==> config.mk <==
export PLATFORM = sky130hd
export DESIGN_NAME = axi4_lite_terminus_flat
export DESIGN_NICKNAME = d
export VERILOG_FILES = /design/src/rtl/axi4_lite_pkg.sv /design/src/rtl/axi4_lite_if.sv /design/src/rtl/axi4_lite_terminus.sv /design/src/flat_wrapper.sv
export SDC_FILE = /design/constraint.sdc
export NUM_CORES = 1
export LEC_CHECK = 0
export CORE_MARGIN = 5
export CORE_UTILIZATION = 18
export CTS_CLUSTER_DIAMETER = 200
export DETAILED_ROUTE_END_ITERATION = 16
export MAX_ROUTING_LAYER = met4
export PLACE_DENSITY = 0.85
export REMOVE_ABC_BUFFERS = 1
export SLEW_MARGIN = 30
export SYNTH_ARGS = -nofsm -noshare
export SYNTH_HDL_FRONTEND = slang
export SYNTH_SLANG_ARGS = --single-unit
==> constraint.sdc <==
create_clock -name aclk -period 1.25 [get_ports aclk]
set_input_delay 0.3125 -clock aclk [delete_from_list [all_inputs] [get_ports aclk]]
set_output_delay 0.3125 -clock aclk [all_outputs]
set_load 0.03 [all_outputs]
==> src/rtl/axi4_lite_pkg.sv <==
// Shared types and constants for AXI4-Lite blocks: bus configuration,
// response codes and the state encodings of the terminus FSMs.
package axi4_lite_pkg;

  typedef struct packed {
    int A;       // address width in bits
    int N;       // data width in bytes
    int ID_W;    // reserved for future use, keep 0
    int USER_W;  // reserved for future use, keep 0
  } axi4_lite_cfg_t;

  localparam axi4_lite_cfg_t AXI4_LITE_CFG_DEFAULT = '{default: 0, A: 16, N: 4};

  localparam logic [1:0] OKAY   = 2'b00;
  localparam logic [1:0] EXOKAY = 2'b01;
  localparam logic [1:0] SLVERR = 2'b10;
  localparam logic [1:0] DECERR = 2'b11;

  typedef enum logic [1:0] {
    W_IDLE    = 2'd0,
    W_WAIT_W  = 2'd1,
    W_WAIT_AW = 2'd2,
    W_RESP    = 2'd3
  } w_state_e;

  typedef enum logic {
    R_IDLE = 1'b0,
    R_DATA = 1'b1
  } r_state_e;

  function automatic int cfg_data_bits(axi4_lite_cfg_t c);
    return 8 * c.N;
  endfunction

endpackage

==> src/rtl/axi4_lite_if.sv <==
// AXI4-Lite bus bundle carrying its own clock and reset, with master and
// slave views.
interface axi4_lite_if #(
  parameter axi4_lite_pkg::axi4_lite_cfg_t C = axi4_lite_pkg::AXI4_LITE_CFG_DEFAULT
) (
  input logic aclk,
  input logic areset
);

  localparam int AW = C.A;
  localparam int DW = axi4_lite_pkg::cfg_data_bits(C);
  localparam int SW = C.N;

  logic [AW-1:0] awaddr;
  logic [2:0]    awprot;
  logic          awvalid;
  logic          awready;

  logic [DW-1:0] wdata;
  logic [SW-1:0] wstrb;
  logic          wvalid;
  logic          wready;

  logic [1:0]    bresp;
  logic          bvalid;
  logic          bready;

  logic [AW-1:0] araddr;
  logic [2:0]    arprot;
  logic          arvalid;
  logic          arready;

  logic [DW-1:0] rdata;
  logic [1:0]    rresp;
  logic          rvalid;
  logic          rready;

  modport master (
    input  aclk, areset,
    output awaddr, awprot, awvalid,
    input  awready,
    output wdata, wstrb, wvalid,
    input  wready,
    input  bresp, bvalid,
    output bready,
    output araddr, arprot, arvalid,
    input  arready,
    input  rdata, rresp, rvalid,
    output rready
  );

  modport slave (
    input  aclk, areset,
    input  awaddr, awprot, awvalid,
    output awready,
    input  wdata, wstrb, wvalid,
    output wready,
    output bresp, bvalid,
    input  bready,
    input  araddr, arprot, arvalid,
    output arready,
    output rdata, rresp, rvalid,
    input  rready
  );

endinterface

==> src/rtl/axi4_lite_terminus.sv <==
// AXI4-Lite sink: accepts every access, drops write data, answers reads with
// zeros. Independent read and write FSMs, all outputs straight from flops.
module axi4_lite_terminus
  import axi4_lite_pkg::*;
#(
  parameter axi4_lite_cfg_t C = AXI4_LITE_CFG_DEFAULT
) (
  input logic       aclk,
  input logic       areset,
  axi4_lite_if.slave axi4_s
);

  localparam int DW = cfg_data_bits(C);

  // Address, data, strobes and prot carry no meaning for a terminus.
  logic unused_inputs;
  assign unused_inputs = ^{axi4_s.awaddr, axi4_s.awprot, axi4_s.wdata, axi4_s.wstrb,
                           axi4_s.araddr, axi4_s.arprot, axi4_s.aclk, axi4_s.areset};

  w_state_e      w_state_q, w_state_d;
  logic          awready_q, awready_d;
  logic          wready_q, wready_d;
  logic          bvalid_q, bvalid_d;
  logic [1:0]    bresp_q, bresp_d;

  r_state_e      r_state_q, r_state_d;
  logic          arready_q, arready_d;
  logic          rvalid_q, rvalid_d;
  logic [1:0]    rresp_q, rresp_d;
  logic [DW-1:0] rdata_q, rdata_d;

  logic aw_hs, w_hs, b_hs, ar_hs, r_hs;

  assign aw_hs = axi4_s.awvalid & awready_q;
  assign w_hs  = axi4_s.wvalid  & wready_q;
  assign b_hs  = bvalid_q       & axi4_s.bready;
  assign ar_hs = axi4_s.arvalid & arready_q;
  assign r_hs  = rvalid_q       & axi4_s.rready;

  // Write channel: outputs are decoded from the next state and registered,
  // so readies stay low during reset and bvalid appears the cycle after the
  // later of the AW/W handshakes.
  always_comb begin
    w_state_d = w_state_q;
    case (w_state_q)
      W_IDLE: begin
        if (aw_hs && w_hs) w_state_d = W_RESP;
        else if (aw_hs)    w_state_d = W_WAIT_W;
        else if (w_hs)     w_state_d = W_WAIT_AW;
      end
      W_WAIT_W:  if (w_hs)  w_state_d = W_RESP;
      W_WAIT_AW: if (aw_hs) w_state_d = W_RESP;
      W_RESP:    if (b_hs)  w_state_d = W_IDLE;
      default:              w_state_d = W_IDLE;
    endcase

    awready_d = (w_state_d == W_IDLE) || (w_state_d == W_WAIT_AW);
    wready_d  = (w_state_d == W_IDLE) || (w_state_d == W_WAIT_W);
    bvalid_d  = (w_state_d == W_RESP);
    bresp_d   = OKAY;
  end

  always_ff @(posedge aclk or posedge areset) begin
    if (areset) begin
      w_state_q <= W_IDLE;
      awready_q <= 1'b0;
      wready_q  <= 1'b0;
      bvalid_q  <= 1'b0;
      bresp_q   <= 2'b00;
    end else begin
      w_state_q <= w_state_d;
      awready_q <= awready_d;
      wready_q  <= wready_d;
      bvalid_q  <= bvalid_d;
      bresp_q   <= bresp_d;
    end
  end

  // Read channel: single outstanding read, data is always zero.
  always_comb begin
    r_state_d = r_state_q;
    case (r_state_q)
      R_IDLE:  if (ar_hs) r_state_d = R_DATA;
      R_DATA:  if (r_hs)  r_state_d = R_IDLE;
      default:            r_state_d = R_IDLE;
    endcase

    arready_d = (r_state_d == R_IDLE);
    rvalid_d  = (r_state_d == R_DATA);
    rresp_d   = OKAY;
    rdata_d   = '0;
  end

  always_ff @(posedge aclk or posedge areset) begin
    if (areset) begin
      r_state_q <= R_IDLE;
      arready_q <= 1'b0;
      rvalid_q  <= 1'b0;
      rresp_q   <= 2'b00;
      rdata_q   <= '0;
    end else begin
      r_state_q <= r_state_d;
      arready_q <= arready_d;
      rvalid_q  <= rvalid_d;
      rresp_q   <= rresp_d;
      rdata_q   <= rdata_d;
    end
  end

  assign axi4_s.awready = awready_q;
  assign axi4_s.wready  = wready_q;
  assign axi4_s.bvalid  = bvalid_q;
  assign axi4_s.bresp   = bresp_q;
  assign axi4_s.arready = arready_q;
  assign axi4_s.rvalid  = rvalid_q;
  assign axi4_s.rresp   = rresp_q;
  assign axi4_s.rdata   = rdata_q;

endmodule

==> src/flat_wrapper.sv <==
// flat-port wrapper written by rule: the top's interface ports become plain ports
module axi4_lite_terminus_flat import axi4_lite_pkg::*;
#(
  parameter axi4_lite_cfg_t C = AXI4_LITE_CFG_DEFAULT
)
  (aclk, areset, axi4_s_awaddr, axi4_s_awprot, axi4_s_awvalid, axi4_s_awready, axi4_s_wdata, axi4_s_wstrb, axi4_s_wvalid, axi4_s_wready, axi4_s_bresp, axi4_s_bvalid, axi4_s_bready, axi4_s_araddr, axi4_s_arprot, axi4_s_arvalid, axi4_s_arready, axi4_s_rdata, axi4_s_rresp, axi4_s_rvalid, axi4_s_rready);
  axi4_lite_if #(.C(C)) axi4_s_i (.aclk(aclk), .areset(areset));
  input logic aclk;
  input logic areset;
  input wire logic [$bits(axi4_s_i.awaddr)-1:0] axi4_s_awaddr;
  input wire logic [$bits(axi4_s_i.awprot)-1:0] axi4_s_awprot;
  input wire logic [$bits(axi4_s_i.awvalid)-1:0] axi4_s_awvalid;
  output wire logic [$bits(axi4_s_i.awready)-1:0] axi4_s_awready;
  input wire logic [$bits(axi4_s_i.wdata)-1:0] axi4_s_wdata;
  input wire logic [$bits(axi4_s_i.wstrb)-1:0] axi4_s_wstrb;
  input wire logic [$bits(axi4_s_i.wvalid)-1:0] axi4_s_wvalid;
  output wire logic [$bits(axi4_s_i.wready)-1:0] axi4_s_wready;
  output wire logic [$bits(axi4_s_i.bresp)-1:0] axi4_s_bresp;
  output wire logic [$bits(axi4_s_i.bvalid)-1:0] axi4_s_bvalid;
  input wire logic [$bits(axi4_s_i.bready)-1:0] axi4_s_bready;
  input wire logic [$bits(axi4_s_i.araddr)-1:0] axi4_s_araddr;
  input wire logic [$bits(axi4_s_i.arprot)-1:0] axi4_s_arprot;
  input wire logic [$bits(axi4_s_i.arvalid)-1:0] axi4_s_arvalid;
  output wire logic [$bits(axi4_s_i.arready)-1:0] axi4_s_arready;
  output wire logic [$bits(axi4_s_i.rdata)-1:0] axi4_s_rdata;
  output wire logic [$bits(axi4_s_i.rresp)-1:0] axi4_s_rresp;
  output wire logic [$bits(axi4_s_i.rvalid)-1:0] axi4_s_rvalid;
  input wire logic [$bits(axi4_s_i.rready)-1:0] axi4_s_rready;
  assign axi4_s_i.awaddr = axi4_s_awaddr;
  assign axi4_s_i.awprot = axi4_s_awprot;
  assign axi4_s_i.awvalid = axi4_s_awvalid;
  assign axi4_s_awready = axi4_s_i.awready;
  assign axi4_s_i.wdata = axi4_s_wdata;
  assign axi4_s_i.wstrb = axi4_s_wstrb;
  assign axi4_s_i.wvalid = axi4_s_wvalid;
  assign axi4_s_wready = axi4_s_i.wready;
  assign axi4_s_bresp = axi4_s_i.bresp;
  assign axi4_s_bvalid = axi4_s_i.bvalid;
  assign axi4_s_i.bready = axi4_s_bready;
  assign axi4_s_i.araddr = axi4_s_araddr;
  assign axi4_s_i.arprot = axi4_s_arprot;
  assign axi4_s_i.arvalid = axi4_s_arvalid;
  assign axi4_s_arready = axi4_s_i.arready;
  assign axi4_s_rdata = axi4_s_i.rdata;
  assign axi4_s_rresp = axi4_s_i.rresp;
  assign axi4_s_rvalid = axi4_s_i.rvalid;
  assign axi4_s_i.rready = axi4_s_rready;
  axi4_lite_terminus #(.C(C)) u_core (.aclk(aclk), .areset(areset), .axi4_s(axi4_s_i));
endmodule
==> flow_summary.toml <==
[status]
run_status = "complete, no violations"

[clock_tree]
clock_path_buffers = 2
cts_tree = "built"
cts_sinks = 7
root_buffer = "clkbuf_4"
post-cts-setup-buffers = 0
htree_levels = 1
path_clk_slew_ns = 0.05
cts_resized = 0
numCtsBuffers = 3
clock_latency_ns = 0.25
cts_hold_buf = 0

[routing]
wl_met1_um = 181
drc = 0
vias_per_cell = 2.75
wirelength_um = 764
vias = 278
wl_per_cell_um = 7.56
firstDrtPassIters = 2
wl_met3_um = 148
drtIter0Drc = 1
ant_nets = 0
wl_met2_um = 412
top_layer = "met4"

[global_route]
antenna_found_initial = 0
grt_pass1_wl_um = 979
grt_max_degree = 8
overflow = 0
grt_pass1_vias = 218
grtUsageTotal_pct = 3.45

[setup_path]
crit_buf_inv = 1
rr_worst_depth = 2
crit_chain = "buf_4"
critPathLaunchType = "register"
worstSetupPathDepth = 1
end_kind = "output pin"
arrival_ns = 0.83
cpPeakStageDelay_ns = 0.40
cp_top_family = "flip-flops"
crit_fanout = 3
worstSetupPathType = "reg -> out"
crit_slowest_cell = "dfrtp_1"
cp.required_ns = 0.94

[yosys]
yosysWarnings = 0
async_reset_ff_share_pct = 100
ys_seq_area_share_pct = 33.4
synth_top_family_by_area = "buffers and inverters"
synth-edff-count = 0
postSynthAreaPerCell_um2 = 9.36
synth_cell_types = 12
synth_fa_ha_area_share_pct = 0
synth_compound_area_share_pct = 1.91
netlist_instances = 56
synth_ff_type = "dfrtp_1"
synth_xor_area_share_pct = 0
yosys.area.top_type = "buf_4"
synth_mux_area_share_pct = 4.06
ys_top_cells_by_area = "buf_4, dfrtp_1, or2_1"
synth_top_cell_area_share_pct = 51.6
synth_most_common_cell = "buf_4"
synth_area_um2 = 524
ys_ff_latch = 7
yosys.area_share.simple_pct = 7.64
synth_commonest_cells = "buf_4, dfrtp_1, a21oi_1, nor2_1, or2_1"

[timing]
max_freq_ghz = 0.875
fin_skew_ns = 0.00245
finalCriticalPeriod_ns = 1.14
timing.final.crit_share_pct = 91.4
finalHoldViolCount = 0
maxSlewViolCount = 0
rsz0062_at_grt = "no"
finalSetupViolCount = 0

[power]
leakagePower_nw = 0.302
p_per_area_nw_per_um2 = 2000
p_total_mw = 1.12
peakVddDrop_mv = 0.699

[final_layout]
nNetsFinal = 152
multi_input_area_um2 = 206
final_area_um2 = 561
antenna_cells = 0
final_layout_size_suffix_gt1_share_pct = 14.3
ff_latch_area_um2 = 175
nFillCells = 299
areaGrowthSynthToFinish_pct = 6.92

[floorplanning]
dieArea_um2 = 4090
coreArea_um2 = 2780
start_util_pct = 18.8
rows = 19
ios = 122
die_y_um = 64.0
die_w_um = 64.0

[place]
placement.io_buffers = 11
placed_cell_area_um2 = 534
dp_hpwl_um = 723
gp_congestion = 0.628

[worst_hold_path]
hp-class = "in -> async"

[flow_run]
cap_viol_max_count = 0
-- metal layers --
metal	vias to the layer above	track usage (%)
met5	-	-
met4	0	3.12
met3	3	2.80
met2	24	5.03
met1	121	2.65
li1	130	-
-- cell type report --
class	count	area share (%)
Clock buffer	4	4.69
Sequential cell	7	31.2
Tap cell	31	6.92
Inverter	1	0.670
Multi-Input combinational cell	47	36.8
Timing Repair Buffer	11	19.6
-- registers in the layout (all words and copies together), names as in the netlist --
register and cells:
u_core.w_state_q 2, u_core.axi4_s.arready 1, u_core.axi4_s.awready 1, u_core.axi4_s.bvalid 1, u_core.axi4_s.wready 1, u_core.r_state_q 1
-- report_power, final --
group	leakage (nW)	internal, mW	total [mW]	switching [mW]
Clock	0.0150	0.121	0.198	0.0762
Sequential	0.0817	0.320	0.373	0.0530
Combinational	0.205	0.192	0.553	0.361
Total	0.302	0.633	1.12	0.490
-- cells by family after synthesis --
family	Yosys count
AOI/OAI and AO/OA	2
buffers and inverters	37
DFF	7
muxes	2
other	1
and+or+nand+nor	7
-- per-stage QoR --
step | worst slack (ns) | setup TNS [ns] | cells | util [%] | hold WS (ns)
after CTS | 0.0932 | 0 | 101 | 20.2 | 0.293
final | 0.107 | 0 | 101 | 20.2 | 0.291
after global placement | -0.00303 | -0.00303 | 97 | 19.2 | 0.498
after floorplan | 0.199 | 0 | 55 | - | 0.116
after global routing | 0.0749 | 0 | 101 | 20.2 | 0.309
after detailed placement | -0.00524 | -0.00524 | 97 | 19.2 | 0.515
-- placed cells by master (no fill, tap or decap), drive strengths merged --
| cell | Yosys | routed |
|---|---|---|
| conb | 1 | 36 |
| dfrtp | 7 | 7 |
| clkdlybuf4s50 | 0 | 6 |
| buf | 36 | 5 |
| clkbuf | 0 | 4 |
| a21oi | 2 | 2 |
| or2 | 2 | 2 |
| nor2 | 2 | 2 |
| and4 | 1 | 1 |
| nor3 | 1 | 1 |
| nand2 | 1 | 1 |
| mux2 | 1 | 1 |
| mux2i | 1 | 1 |
| inv | 1 | 1 |
-- worst paths after layout --
path	from	end	slack, ns
max in group asynchronous	areset	u_core.axi4_s.wready	0.75
min in group aclk	u_core.r_state_q	u_core.r_state_q	0.52
min	areset	u_core.axi4_s.arready	0.29
min reg2reg	u_core.r_state_q	u_core.r_state_q	0.52
max reg2reg	u_core.axi4_s.bvalid	u_core.axi4_s.awready	0.34
max	u_core.r_state_q	axi4_s_rvalid	0.11
(Power assumes the default switching activity.)
==> RTL edit 1 (config.mk and constraints unchanged) <==
The 4 states of `w_state_e` get a one-hot encoding in 4 bits.
--- a/src/rtl/axi4_lite_pkg.sv
+++ b/src/rtl/axi4_lite_pkg.sv
@@ -16,11 +16,11 @@
   localparam logic [1:0] SLVERR = 2'b10;
   localparam logic [1:0] DECERR = 2'b11;
 
-  typedef enum logic [1:0] {
-    W_IDLE    = 2'd0,
-    W_WAIT_W  = 2'd1,
-    W_WAIT_AW = 2'd2,
-    W_RESP    = 2'd3
+  typedef enum logic [3:0] {
+    W_IDLE    = 4'b0001,
+    W_WAIT_W  = 4'b0010,
+    W_WAIT_AW = 4'b0100,
+    W_RESP    = 4'b1000
   } w_state_e;
 
   typedef enum logic {
Check against the original RTL: same outputs for any inputs over 10 cycles, from zero or initial values and one cycle with areset high; not proved beyond that.
==> RTL edit 1 against the unedited design <==
- the flow now finishes with violations (negative setup slack)
- via count is 87% higher
- clock skew is 0.0024 ns higher
- power is 110% higher
- utilization is 5.7 points higher
- final area is 71% higher
- global-route usage is 2.4 points higher
- largest cell class unchanged
- synthesized area is 34% higher
- sequential cell count is 2 higher
- wire length is 110% higher
- setup slack worse by 0.15 ns
- critical path depth is 2 higher
==> RTL edit 1: results (changes against the unedited design) <==
set qor(globalplace.congestion) 0.792 ;# +26%
set qor(ff2ff_path_depth) 3 ;# +1
set qor(clockRootBuffer) {clkbuf_8}
set qor(cts_inserted_buffers) 3 ;# unchanged
set qor(synth-seq-area-share_pct) 32.2 ;# -1.2 points
set qor(cts.path.max_buffers) 2 ;# unchanged
set qor(finish.net_count) 187 ;# +23%
set qor(grt_antenna_before_repair) 0 ;# unchanged
set qor(regMostFlops) {u_core.w_state_q}
set qor(grt_pass1_vias) 493 ;# +130%
set qor(result_of_the_run) {finished with violations}
set qor(kind_of_path_behind_the_tightest_hold_check) {input port to async pin}
set qor(synthFlopType) {dfrtp_1}
set qor(async_reset_ff_share_pct) 100 ;# unchanged
set qor(top_layer) {met4}
set qor(worstSetupPathType) {flip-flop to flip-flop}
set qor(cts.htree.levels) 1 ;# unchanged
set qor(vias) 520 ;# +87%
set qor(worst_slack_ns) -0.0439 ;# -0.151 ns
set qor(drt_iter0_drc) 30 ;# +29
set qor(cts.clk_slew.worst_paths_ns) 0.05 ;# about the same
set qor(critical_path.max_fanout) 4 ;# +1
set qor(dp_hpwl_um) 1100 ;# +52%
set qor(overall_routing_resource_usage_pct) 5.88 ;# +2.4 points
set qor(worstReg2RegStart) {u_core.w_state_q[1]}
set qor(vdd_ir_drop_max_mv) 0.474 ;# -32%
set qor(grt_start_max_net_pins) 10 ;# +2
set qor(grt_first_pass_wirelength_um) 2210 ;# +130%
set qor(wl_met1_um) 496 ;# +170%
set qor(finalWirelength_um) 1640 ;# +110%
set qor(antenna_cells) 0 ;# unchanged
set qor(hold_slack_ns) 0.356 ;# +0.0650 ns
set qor(synth_top_cells_by_area) {buf_4 38%, dfrtp_1 28%, dfstp_2 3.7%}
set qor(crit-reg2reg-capture) {u_core.axi4_s.wready}
set qor(wl_met2_um) 878 ;# +110%
set qor(largest_reg_flops) 4 ;# +2
set qor(dr_wl_met3_um) 230 ;# +55%
set qor(synth-warning-count) 0 ;# unchanged
set qor(rrSetupSlack_ns) -0.04 ;# -0.38 ns
set qor(io_buffers) 11 ;# unchanged
set qor(reported_leakage_power_nw) 0.461 ;# +53%
set qor(drt-pass1-iter-count) 4 ;# +2
set qor(clock_latency_ns) 0.24
set qor(drive_gt1_share_pct) 32.4 ;# +18 points
set qor(violations) {negative setup slack}
set qor(finalSetupViolCount) 3 ;# +3
set qor(synth_cell_type_count) 23 ;# +11
set qor(ys_top_cells_by_count) {36 x buf_4, 8 x dfrtp_1, 5 x nand2_1, 4 x nor2_1, 3 x nand3_1}
set qor(fin_worst_skew_ns) 0.00485 ;# +0.00241 ns
## RTL edit 1: cell families after synthesis
group	share of synthesized area [%]
XOR/XNOR	1.25
buffers and inverters	39.5
AO/OA/AOI/OAI	8.54
flip-flops	32.2
multiplexers	1.42
other	0.533
AND/OR/NAND/NOR	16.5
## RTL edit 1: worst max-delay path by stage
stage                                  to  slack (ns)
global placement     u_core.axi4_s.bvalid       -0.19
global route         u_core.axi4_s.wready       -0.07
floorplan           u_core.axi4_s.awready      -0.003
detailed placement   u_core.axi4_s.bvalid       -0.20
finish               u_core.axi4_s.wready       -0.04
CTS                 u_core.axi4_s.awready       -0.04
## RTL edit 1: metrics by stage
stage                     utilization, %  cell area, um^2  setup WS, ns  cells  TNS [ns]
after floorplan                        -              564      -0.00290     79  -0.00580
after global placement              21.0              779        -0.190    144    -0.648
after detailed placement            21.0              779        -0.199    144    -0.848
after CTS                           24.2              898       -0.0380    151   -0.0821
after global routing                25.8              960       -0.0677    153    -0.253
final                               25.8              960       -0.0439    153    -0.103
## RTL edit 1: timing repair
| item | 4_1_cts | 5_1_grt |
|---|---|---|
| resized for setup | 11 | 8 |
| endpoints found under the setup margin | 6 | 7 |
| buffers inserted | 3 | 2 |
| endpoints found under the hold margin | 0 | 0 |
| pin swaps | 4 | 4 |
## RTL edit 1: final cells by class
type,count,area [um^2]
fill,401,2760
timing repair buffer,22,193
multi-input combinational,68,427
sequential,9,228
clock buffer,4,45.0
inverter,2,7.51
tap,48,60.1
## RTL edit 1: per-layer routing
| layer | vias to the layer above | GRT usage [%] |
|---|---|---|
| met5 | - | - |
| met4 | 0 | 3.69 |
| met3 | 4 | 2.77 |
| met2 | 38 | 9.61 |
| met1 | 234 | 5.57 |
| li1 | 244 | - |
## RTL edit 1: worst max-delay path, cell delays in order (launching register included)
cell	delay, ns
dfrtp_1	0.43
or4b_4	0.53
o31ai_4	0.10
o22ai_1	0.12
## RTL edit 1: report_power, final
part,switching (mW),internal (mW)
sequential,0.163,0.433
clock,0.123,0.223
combinational,0.759,0.714
==> RTL edit 2 (config.mk and constraints unchanged) <==
Without the edit above. Make the reset (`areset`) synchronous in 2 clocked blocks.
--- a/src/rtl/axi4_lite_terminus.sv
+++ b/src/rtl/axi4_lite_terminus.sv
@@ -60,7 +60,7 @@
     bresp_d   = OKAY;
   end
 
-  always_ff @(posedge aclk or posedge areset) begin
+  always_ff @(posedge aclk) begin
     if (areset) begin
       w_state_q <= W_IDLE;
       awready_q <= 1'b0;
@@ -91,7 +91,7 @@
     rdata_d   = '0;
   end
 
-  always_ff @(posedge aclk or posedge areset) begin
+  always_ff @(posedge aclk) begin
     if (areset) begin
       r_state_q <= R_IDLE;
       arready_q <= 1'b0;
Behaviour: differs if areset is asserted again (counterexample within 4 cycles, from zero or initial values and one cycle with areset high); with areset held inactive, the same outputs for 10 cycles.
==> RTL edit 2 against the unedited design <==
- sequential cell count did not move
- final area fell by 2.9%
- synthesized area fell by 2.4%
- clock skew fell by 0.0024 ns
- wire length rose by 12%
- setup slack improved by 0.018 ns
- largest cell class unchanged
- critical path depth did not move
- hold slack improved by 0.21 ns
Power is not compared: it rests on default switching activity, and its combinational part moved more than twofold at a synthesized area within 25%.
==> RTL edit 2: results (changes against the unedited design) <==
set qor(grt_first_pass_wirelength_um) 1130 ;# +16%
set qor(fin_worst_skew_ns) 0.0000665 ;# -0.00238 ns
set qor(dp.cells) 101 ;# +4.1%
set qor(vias) 313 ;# +13%
set qor(dp_hpwl_um) 744 ;# +2.9%
set qor(globalplace.congestion) 0.626 ;# -0.27%
set qor(n_fill_cell) 310 ;# +3.7%
set qor(drt_iter0_drc) 4 ;# +3
set qor(worstPathArrival_ns) 0.81 ;# -0.02 ns
set qor(finish.net_count) 156 ;# +2.6%
set qor(postSynthCellCount) 59 ;# +5.4%
set qor(grt_pass1_vias) 253 ;# +16%
set qor(detail_route.wl_per_cell_um) 8.15 ;# +7.8%
set qor(synth_top_cells_by_area) {buf_4 53%, dfxtp_1 27%, a21oi_1 4.9%}
set qor(drt-pass1-iter-count) 4 ;# +2
set qor(ys_top_cells_by_count) {36 x buf_4, 7 x dfxtp_1, 5 x a21oi_1, 2 x a21o_1, 2 x nor2_1}
set qor(synth-seq-area-share_pct) 27.4 ;# -6.0 points
set qor(overall_routing_resource_usage_pct) 4.19 ;# +0.74 points
set qor(synthFlopType) {dfxtp_1}
set qor(clock_latency_ns) 0.26
set qor(async_reset_ff_share_pct) 0 ;# -100 points
set qor(kind_of_path_behind_the_tightest_hold_check) {flip-flop to flip-flop}
set qor(grt_start_max_net_pins) 6 ;# -2
set qor(drive_gt1_share_pct) 16.2 ;# +1.9 points
set qor(result_of_the_run) {complete, no violations}
set qor(routed_vias_inst) 2.98 ;# +8.3%
set qor(cpPeakStageDelay_ns) 0.37 ;# -0.03 ns
RTL edit 2: worst paths after layout:
path	startpoint	end	slack (ns)
setup / recovery	u_core.axi4_s.bvalid	axi4_s_bvalid	0.13
hold reg to reg	u_core.r_state_q	u_core.r_state_q	0.50
hold / removal	u_core.r_state_q	u_core.r_state_q	0.50
setup reg to reg	u_core.axi4_s.bvalid	u_core.axi4_s.bvalid	0.42
RTL edit 2: metal layers:
layer / wire length (um) / global-route usage (%) / up-vias
li1: - / - / 149
met1: 283 / 3.84 / 134
met2: 384 / 5.08 / 27
met3: 175 / 4.80 / 3
met4: 12 / 2.34 / 0
met5: 0 / - / -
RTL edit 2: metrics by stage:
step | worst slack [ns] | hold slack, ns | area [um^2]
after floorplan | 0.320 | 0.382 | 373
after global placement | 0.0100 | 0.490 | 517
after detailed placement | 0.0105 | 0.495 | 517
after CTS | 0.122 | 0.502 | 544
after global routing | 0.0713 | 0.532 | 544
final | 0.125 | 0.504 | 544
RTL edit 2: cell type report:
type	instances	area, um^2	area share [%]
multi-input combinational	51	233	42.8
sequential	7	140	25.7
timing repair buffer	12	105	19.3
tap	31	38.8	7.13
clock buffer	3	22.5	4.14
clock inverter	1	5.00	0.920
RTL edit 2: power by group through the flow:
| stage | sequential [mW] | clock (mW) | combinational [mW] |
|---|---|---|---|
| 3_3_place_gp | 0.257 | 0 | 0.238 |
| 2_1_floorplan | 0.280 | 0 | 0.166 |
| 4_1_cts | 0.253 | 0.222 | 0.238 |
| 6_report | 0.253 | 0.211 | 0.241 |
| 3_5_place_dp | 0.258 | 0 | 0.238 |
| 5_1_grt | 0.256 | 0.238 | 0.254 |
RTL edit 2: cells by family (layout without fill, tap and decap cells):
family,count (synthesis),in the layout,synth area share (%)
buffers and inverters,36,16,52.8
other,1,36,0.733
AOI/OAI and AO/OA,8,8,9.78
and+or+nand+nor,7,7,9.29
DFF,7,7,27.4
